==> src/rtl/fifo_ctrl_4w16b.sv <==
`default_nettype none
// ============================================================================
// Module   : fifo_ctrl_4w16b
// Purpose  : Turns a 4-word x 16-bit single-port RAM into a 5-entry FIFO.
//            The four RAM words are backed by one registered head word that
//            feeds the consumer directly. The single RAM port is shared, one
//            cycle at a time, between producer writes and head refills.
// Ports    : clk, rst              - clock and synchronous active-high reset
//            push_data/valid/ready - producer interface (ready is comb)
//            pop_data/valid/ready  - consumer interface (data/valid registered)
//            count, full, afull    - occupancy 0..5 and derived flags
//            ram_in/addr/load      - drive the RAM
//            ram_out               - RAM read data, comb on ram_addr
//            stall_cnt             - only with FIFO_STALL_CNT_EN: saturating
//                                    count of cycles a push was refused
// Config   : `define FIFO_STALL_CNT_EN to add the stall_cnt port and counter.
// Revision : 1.0 - initial release
// ============================================================================
module fifo_ctrl_4w16b #(
    parameter int AFULL_THRESH = 4
) (
    input  logic        clk,
    input  logic        rst,
    input  logic [15:0] push_data,
    input  logic        push_valid,
    output logic        push_ready,
    output logic [15:0] pop_data,
    output logic        pop_valid,
    input  logic        pop_ready,
    output logic [2:0]  count,
    output logic        full,
    output logic        afull,
    output logic [15:0] ram_in,
    output logic [1:0]  ram_addr,
    output logic        ram_load,
    input  logic [15:0] ram_out
`ifdef FIFO_STALL_CNT_EN
    ,
    output logic [7:0]  stall_cnt
`endif
);

    localparam logic [2:0] c_ram_depth   = 3'd4;
    localparam logic [2:0] c_fifo_depth  = 3'd5;
    localparam logic [2:0] c_afull_thresh = 3'(AFULL_THRESH);

    logic [1:0]  r_rd_ptr;
    logic [1:0]  r_wr_ptr;
    logic [2:0]  r_ram_cnt;
    logic [15:0] r_head;
    logic        r_head_vld;

    logic        w_pop_fire;
    logic        w_push_fire;
    logic        w_head_free;
    logic        w_refill;
    logic        w_bypass;
    logic        w_store;

    // The head slot is free if it is empty or being drained this cycle.
    // A free head is always refilled from RAM first so that ordering holds;
    // bypass is only allowed when the RAM holds nothing older.
    assign w_pop_fire  = r_head_vld & pop_ready;
    assign w_head_free = ~r_head_vld | w_pop_fire;
    assign w_refill    = w_head_free & (r_ram_cnt != 3'd0);
    assign w_bypass    = w_head_free & (r_ram_cnt == 3'd0);
    assign w_store     = ~w_head_free;
    assign w_push_fire = push_valid & push_ready;

    always_comb begin
        push_ready = 1'b0;
        ram_addr   = r_rd_ptr;
        ram_in     = push_data;
        ram_load   = 1'b0;
        if (w_bypass) begin
            push_ready = 1'b1;
        end else if (w_store) begin
            push_ready = (r_ram_cnt < c_ram_depth);
            ram_addr   = r_wr_ptr;
            // Never corrupt RAM contents while the controller is in reset.
            ram_load   = w_push_fire & ~rst;
        end
    end

    always_ff @(posedge clk) begin
        if (rst) begin
            r_rd_ptr   <= 2'd0;
            r_wr_ptr   <= 2'd0;
            r_ram_cnt  <= 3'd0;
            r_head     <= 16'd0;
            r_head_vld <= 1'b0;
        end else if (w_refill) begin
            // ram_out is addressed by rd_ptr this cycle.
            r_head     <= ram_out;
            r_head_vld <= 1'b1;
            r_rd_ptr   <= r_rd_ptr + 2'd1;
            r_ram_cnt  <= r_ram_cnt - 3'd1;
        end else if (w_bypass) begin
            if (w_push_fire) begin
                r_head     <= push_data;
                r_head_vld <= 1'b1;
            end else begin
                r_head_vld <= 1'b0;
            end
        end else if (w_push_fire) begin
            r_wr_ptr  <= r_wr_ptr + 2'd1;
            r_ram_cnt <= r_ram_cnt + 3'd1;
        end
    end

    assign pop_data  = r_head;
    assign pop_valid = r_head_vld;
    assign count     = r_ram_cnt + {2'b00, r_head_vld};
    assign full      = (count == c_fifo_depth);
    assign afull     = (count >= c_afull_thresh);

`ifdef FIFO_STALL_CNT_EN
    logic [7:0] r_stall_cnt;

    always_ff @(posedge clk) begin
        if (rst) begin
            r_stall_cnt <= 8'd0;
        end else if (push_valid && !push_ready && (r_stall_cnt != 8'hFF)) begin
            r_stall_cnt <= r_stall_cnt + 8'd1;
        end
    end

    assign stall_cnt = r_stall_cnt;
`endif

endmodule
`default_nettype wire

==> config.mk <==
export PLATFORM = sky130hd
export DESIGN_NAME = fifo_ctrl_4w16b
export DESIGN_NICKNAME = d
export VERILOG_FILES = /design/src/rtl/fifo_ctrl_4w16b.sv
export SDC_FILE = /design/constraint.sdc
export NUM_CORES = 1
export LEC_CHECK = 0
export CORE_MARGIN = 2
export CORE_UTILIZATION = 42
export CTS_CLUSTER_DIAMETER = 80
export DETAILED_ROUTE_END_ITERATION = 10
export PLACE_DENSITY = 0.85
export SYNTH_ARGS = -nofsm -noshare
export SYNTH_HDL_FRONTEND = slang
export SYNTH_SLANG_ARGS = --single-unit
==> constraint.sdc <==
create_clock -name clk -period 3.2 [get_ports clk]
set_input_delay 0.64 -clock clk [delete_from_list [all_inputs] [get_ports clk]]
set_output_delay 0.64 -clock clk [all_outputs]
set_load 0.1 [all_outputs]
-- Word-level counts from Yosys, hierarchy flattened
Cells that the tools add are included.
- add/sub/neg operators: 5
- $mul: 0
- divide/modulo/power cells: 0
- $lt $le $gt $ge: 2
- eq/ne operators: 2
- shifts and indexed selects: 0
- mux-type cells: 15
- bitwise operators: 10
- reductions and logical operators: 7
- operator list (kind ; number):
    $mux 16 ; 3
    $mux 3 ; 3
    $mux 1 ; 7
    $and 1x1->1 ; 5
    $add 2x1->2 const B ; 2
    $mux 2 ; 2
    $not 1->1 ; 4
    $reduce_and 2->1 ; 2
    $reduce_bool 2->1 ; 2
    $add 3x1->3 ; 1
    $add 3x1->3 const B ; 1
    $eq 3x3->1 const B ; 1
    $ge 3x3->1 const B ; 1
    $logic_not 3->1 ; 1
    $lt 3x3->1 const B ; 1
    $reduce_and 3->1 ; 1
    $reduce_bool 3->1 ; 1
    $sub 3x1->3 const B ; 1
    $ne 2x2->1 const B ; 1
    $or 1x1->1 ; 1
- bits in registers: 24
- latch bits: 0
- RAM bits: 0
- bits in read-only memories: 0
- input port bits: 36
- word-level logic and storage cells: 46
- memories kept: 0

-- Logic depth before layout (Yosys ltp)
Gate-level depths: netlist (run 1).
- depth after elaboration: 8
- depth in mapped cells: 7
- gate-level depth less buffers: 5

-- Worst setup path after synthesis (run 1)
Ideal clock, no wire load.
- path kind: reg-to-output
- start: register r_head_vld, in the netlist pop_valid
- end: output full
- arrival: 3905 ps
- data required time: 2560 ps
- path slack: -1345 ps
- stages on the path, launching flop included: 5
- path through: dfxtp_1 ha_1 ha_1 xor2_1 and3b_1
- word-level cells in the longest chain between the ends: 2
- ends and longest elaborated chain (item ; RTL line ; text):
    start, declared ; 51 ; logic r_head_vld;
    start signal, assigned ; 91 ; r_head_vld <= 1'b0;
    start signal, assigned ; 95 ; r_head_vld <= 1'b1;
    start signal, assigned ; 101 ; r_head_vld <= 1'b1;
    $add 3x1->3 ; 113 ; assign count = r_ram_cnt + {2'b00, r_head_vld};
    $eq 3x3->1 ; 114 ; assign full = (count == c_fifo_depth);
    end, declared ; 31 ; output logic full,
Every way passes these cells.

-- Worst setup path in the final report (run 1)
- start: input pop_ready
- end: output push_ready
- word-level cells in the longest chain between the ends: 4
- ends and longest elaborated chain (item ; RTL line ; text):
    start, declared ; 29 ; input logic pop_ready,
    $and 1x1->1 * ; 63 ; assign w_pop_fire = r_head_vld & pop_ready;
    $or 1x1->1 * ; 64 ; assign w_head_free = ~r_head_vld | w_pop_fire;
    $mux 1 / $and 1x1->1 (equally long branches) ; 77, 66 ;
    $mux 1 * ; 75 ; if (w_bypass) begin
    end, declared ; 26 ; output logic push_ready,
Mark *: on every way between the ends. The rest lies on a longest branch, timed or not.

==> results of run 1 <==
## worst paths after layout
kind          startpoint      endpoint  slack, ps
max            pop_ready    push_ready        500
min reg2reg  r_wr_ptr[0]   r_wr_ptr[0]        470
min          r_wr_ptr[0]   r_wr_ptr[0]        470
max reg2reg    pop_valid  r_ram_cnt[2]        930
## cells in the mapped netlist, drive strengths merged
library cell / instances
and3b: 1
ha: 2
buf: 25
fa: 1
or4: 3
clkbuf: 7
inv: 2
nand4bb: 1
mux2: 1
nand3: 2
a211oi: 16
xor2: 1
o31ai: 1
nand2b: 19
dfxtp: 24
o21ai: 4
or3: 2
and4bb: 1
nor3: 1
a31oi: 1
nand2: 6
nor2: 7
mux2i: 17
a21oi: 21
nor2b: 2
nor4b: 1
## tightest hold or removal path, cell delays in order (launching register included)
cell,delay (ps)
dfxtp_1,340
nand2_1,50
a21oi_1,50
## layout make-up
type	instances	share of cell area
well taps	46	0.0268
multi-input cells	111	0.371
inverters	2	0.00349
flip-flops and latches	24	0.224
repair buffers	82	0.351
clock inverters	1	0.0140
clock buffers	3	0.0105
## per-stage QoR
step,utilization,worst slack [ps],hold slack (ps)
floorplan,-,-188,432
global placement,0.628,424,440
detailed placement,0.628,341,451
CTS,0.644,540,470
global route,0.644,409,498
finish,0.644,503,467
## sequential cells by signal, indices dropped and copies added, names as in the netlist
name / flops
pop_data: 16
r_ram_cnt: 3
r_rd_ptr: 2
r_wr_ptr: 2
pop_valid: 1
## cells by family after synthesis
group	after synthesis	synth area share
compound gates	43	0.177
simple gates	46	0.186
mux	18	0.124
fa+ha+maj	3	0.0308
xor+xnor	1	0.00600
buf+inv	34	0.147
flops	24	0.329
## layer usage
metal	routed length, um	track usage	up-vias
li1	-	-	694
met1	1410	0.186	595
met2	1680	0.309	40
met3	155	0.0270	2
met4	12	0.0583	0
met5	0	0	-
==> results.json, run 1 <==
{
  "outcome": "completed",
  "wl_per_cell_um": 12.1,
  "areaGrowthSynthToFinish_pct": 47.1,
  "cp-start-kind": "input port",
  "clk_path_buf_depth": 2,
  "route.detailed.drc": 0,
  "grt_antenna_before_repair": 0,
  "slew_violations": 0,
  "fin_crit_ps": 2700,
  "min_path_cells": 2,
  "drt-pass1-iter-count": 4,
  "drv_cap": 0,
  "synth_nets": 208,
  "cp_slowest_stage_delay_ps": 510,
  "place_area_um2": 2100,
  "vias": 1331,
  "cts-buffers-inserted": 3,
  "hold_viol": 0,
  "ant_nets": 0,
  "setup_viol": 0,
  "slowest_stage": "nor2b_1",
  "crit_arrival_ps": 2060,
  "stdcell_count": 269,
  "grt_pass1_vias": 1277,
  "seq_area_um2": 480,
  "cp_num_buf_inv": 2,
  "dpl.hpwl_mm": 2.49,
  "ioPinCount": 78,
  "synth_top_area_share": 0.329,
  "cts.htree.levels": 1,
  "clk_pin_slew_ps": 140,
  "fp.coreArea_um2": 3340,
  "fp.dieW_um": 63.0,
  "fin_crit_sh": 0.843,
  "start_util": 0.438,
  "cp.depth": 5,
  "layout_commonest_cell": "buf_4",
  "clock_skew_ps": 8.01,
  "fmaxAchievable_ghz": 0.371,
  "grt_max_degree": 27,
  "cp-end-kind": "output pin",
  "final_cell_mix": "buf_4, clkdlybuf4s50_1, dfxtp_1, a21oi_1, nand2b_1",
  "rows": 21,
  "synth_cells": 169,
  "synth-seq-cells": 24,
  "cts_tree": "yes",
  "die_area_um2": 3960,
  "post_cts_resized": 0,
  "ys_seq_area_frac": 0.329,
  "grt_use_total": 0.165,
  "yosysWarnings": 0,
  "fillers": 290,
  "r2r_cells": 5,
  "final_area_um2": 2150,
  "post-cts-setup-buffer-count": 0,
  "tns_ps": 0,
  "avgSynthCellArea_um2": 8.64,
  "cts_hold_buf": 0,
  "required_ps": 2560,
  "root_buffer": "clkbuf_4",
  "antenna_cells": 0,
  "layout-drive-gt1-share": 0.260,
  "multi_input_area_um2": 797,
  "wirelength_mm": 3.25,
  "clock_sink_count": 24,
  "initialDrtViolationCount": 34,
  "via_per_inst": 4.95,
  "port-buffer-count": 77,
  "max_slew.worst_pin.slew_ps": 617,
  "hold_class": "reg2reg",
  "netlist.top_cell.by_area": "dfxtp_1",
  "grt_first_pass_wirelength_mm": 5.46,
  "nets": 263,
  "synth.cell_area_um2": 1460,
  "rsz0062_at_grt": "false",
  "path_delay_family": "simple AND/OR/NAND/NOR gates",
  "clk_latency_ps": 310,
  "slew-limit-headroom": 0.588,
  "die-height_um": 63.0,
  "synth.area.top_cells": "dfxtp_1, mux2i_1, buf_4",
  "grt_overflow": 0,
  "critical_path_class": "in2out",
  "path_cells": "clkdlybuf4s50_1, nor2b_1, nor2_1, nor2_2, buf_12",
  "dp_cells": 265,
  "place_congestion": 0.795,
  "path_max_fanout": 10,
  "yosysUniqueCellTypes": 29
}
Power of run 1 is left out: the tool's default activity adds up to more than one toggle a clock period on the data nets, which glitch-free logic cannot reach.
==> inputs of run 2 (changes only) <==
CORE_UTILIZATION = 39   (was 42)
PLACE_DENSITY = 0.8   (was 0.85)
clock period = 2.6 ns   (was 3.2 ns; I/O delays follow)
==> run 2 against run 1 <==
  * Clock skew down 5.3 ps
  * Sequential share of layout area decreased by 2.3 points
  * Die area rose by 7.2%
  * Wire length is 8.4% higher
  * Setup slack got worse by 300 ps
  * Critical path type is now reg2out
  * Highest routed layer unchanged
==> results.json, run 2 (synthesized netlist as in run 1, its figures left out) <==
{
  "outcome": "completed",
  "setup_slack_ps": 198,
  "rrSetupSlack_ps": 680,
  "layout_commonest_cell": "clkdlybuf4s50_1",
  "cts_hold_buf": 0,
  "cp-start-kind": "flip-flop",
  "vias": 1352,
  "grt_pass1_vias": 1289,
  "slew-limit-headroom": 0.628,
  "areaGrowthSynthToFinish_pct": 64.9,
  "grt_first_pass_wirelength_mm": 5.83,
  "fin_util": 0.663,
  "cts.htree.levels": 1,
  "cp-end-kind": "output pin",
  "grt_use_total": 0.173,
  "cts_tree": "yes",
  "crit_top_cell": "ha_1",
  "clk_path_buf_depth": 2,
  "ant_nets": 0,
  "fmaxAchievable_ghz": 0.416,
  "fp.dieW_um": 65.2,
  "via_per_inst": 4.97,
  "cp_slowest_stage_delay_ps": 510,
  "peakVddDrop_mv": 0.554,
  "min_to": "r_wr_ptr[0]",
  "setup_viol": 0,
  "port-buffer-count": 77,
  "grt_max_degree": 27,
  "hold_viol": 0,
  "clock_sink_count": 24,
  "path_delay_family": "flip-flops",
  "max_slew.worst_pin.slew_ps": 557,
  "nets": 264,
  "hold_class": "reg2reg",
  "post-cts-setup-buffer-count": 0,
  "crit_arrival_ps": 1880,
  "place_congestion": 0.787,
  "r2r_cells": 5,
  "p_per_area_nw_per_um2": 1340,
  "initialDrtViolationCount": 77,
  "place_ws_ps": 244,
  "rsz0062_at_grt": "false",
  "worstReg2RegEnd": "r_ram_cnt[2]",
  "grt_overflow": 0,
  "dp_cells": 268,
  "hp-start": "r_wr_ptr[0]",
  "wirelength_mm": 3.52,
  "root_buffer": "clkbuf_8",
  "die_area_um2": 4250,
  "clk_latency_ps": 260,
  "fp.coreArea_um2": 3630,
  "final_area_um2": 2410,
  "start_util": 0.402,
  "drt-pass1-iter-count": 5,
  "ioPinCount": 78,
  "antenna_cells": 0,
  "die-height_um": 65.2,
  "cts-buffers-inserted": 3,
  "leakage_nw": 1.03,
  "dpl.hpwl_mm": 2.64,
  "r2r_start": "r_ram_cnt[2]",
  "stdcell_count": 272,
  "clk_pin_slew_ps": 80,
  "cp.depth": 5,
  "required_ps": 2080,
  "rows": 22,
  "clock_skew_ps": 2.67,
  "min_path_cells": 2,
  "largest_reg_flops": 16,
  "fin_crit_ps": 2400,
  "post_cts_resized": 0,
  "layout-drive-gt1-share": 0.272,
  "slew_violations": 0,
  "route.detailed.drc": 0,
  "critical_path_class": "reg2out",
  "wl_per_cell_um": 13.0,
  "final_cell_mix": "clkdlybuf4s50_1, buf_4, buf_12, dfxtp_1, a21oi_1",
  "grt_antenna_before_repair": 0,
  "path_max_fanout": 8,
  "fin_crit_sh": 0.924,
  "drv_cap": 0,
  "place_area_um2": 2350,
  "path_cells": "ha_1, ha_1, xor2_4, and3b_4, buf_12",
  "cp_num_buf_inv": 1,
  "slowest_stage": "dfxtp_1"
}
## run 2: how the worst max path moves through the flow
stage / slack [ps] / from / end
final: 200 / r_ram_cnt[0] / full
after detailed placement: 240 / pop_ready / r_ram_cnt[2]
after global placement: 300 / pop_ready / r_ram_cnt[2]
after floorplan: -40 / pop_valid / full
after global routing: 60 / r_ram_cnt[0] / full
after CTS: 180 / r_ram_cnt[0] / full
## run 2: report_power, final
| group | leakage [nW] | total, mW | internal (mW) | switching, mW |
|---|---|---|---|---|
| Sequential | 0.199 | 0.605 | 0.496 | 0.109 |
| Combinational | 0.799 | 2.36 | 0.698 | 1.66 |
| Clock | 0.0288 | 0.249 | 0.135 | 0.114 |
## run 2: tightest hold or removal path: cells and delay by family (launching register included)
kind,cells,cell delay (ps)
and+or+nand+nor,1,60
AOI/OAI and AO/OA,1,50
DFF,1,320
## run 2: per-layer routing
metal / GRT usage / vias up / routed length [um]
li1: - / 692 / -
met1: 0.202 / 610 / 1410
met2: 0.301 / 46 / 1870
met3: 0.0377 / 4 / 204
met4: 0.0781 / 0 / 44
met5: 0 / - / 0
## run 2: layout make-up
| type | count | area, um^2 |
|---|---|---|
| tap | 48 | 60.1 |
| timing repair buffer | 83 | 998 |
| fill | 325 | 1230 |
| multi-input combinational | 111 | 802 |
| clock buffer | 4 | 55.1 |
| inverter | 2 | 7.51 |
| sequential | 24 | 484 |
## run 2: per-stage QoR
step                      power [mW]  TNS, ps  hold WS [ps]
after floorplan                 2.45    -44.9           432
after global placement          2.97        0           439
after detailed placement        2.99        0           459
after CTS                       3.24        0           471
after global routing            3.36        0           496
final                           3.22        0           466
(Power assumes the default switching activity.)
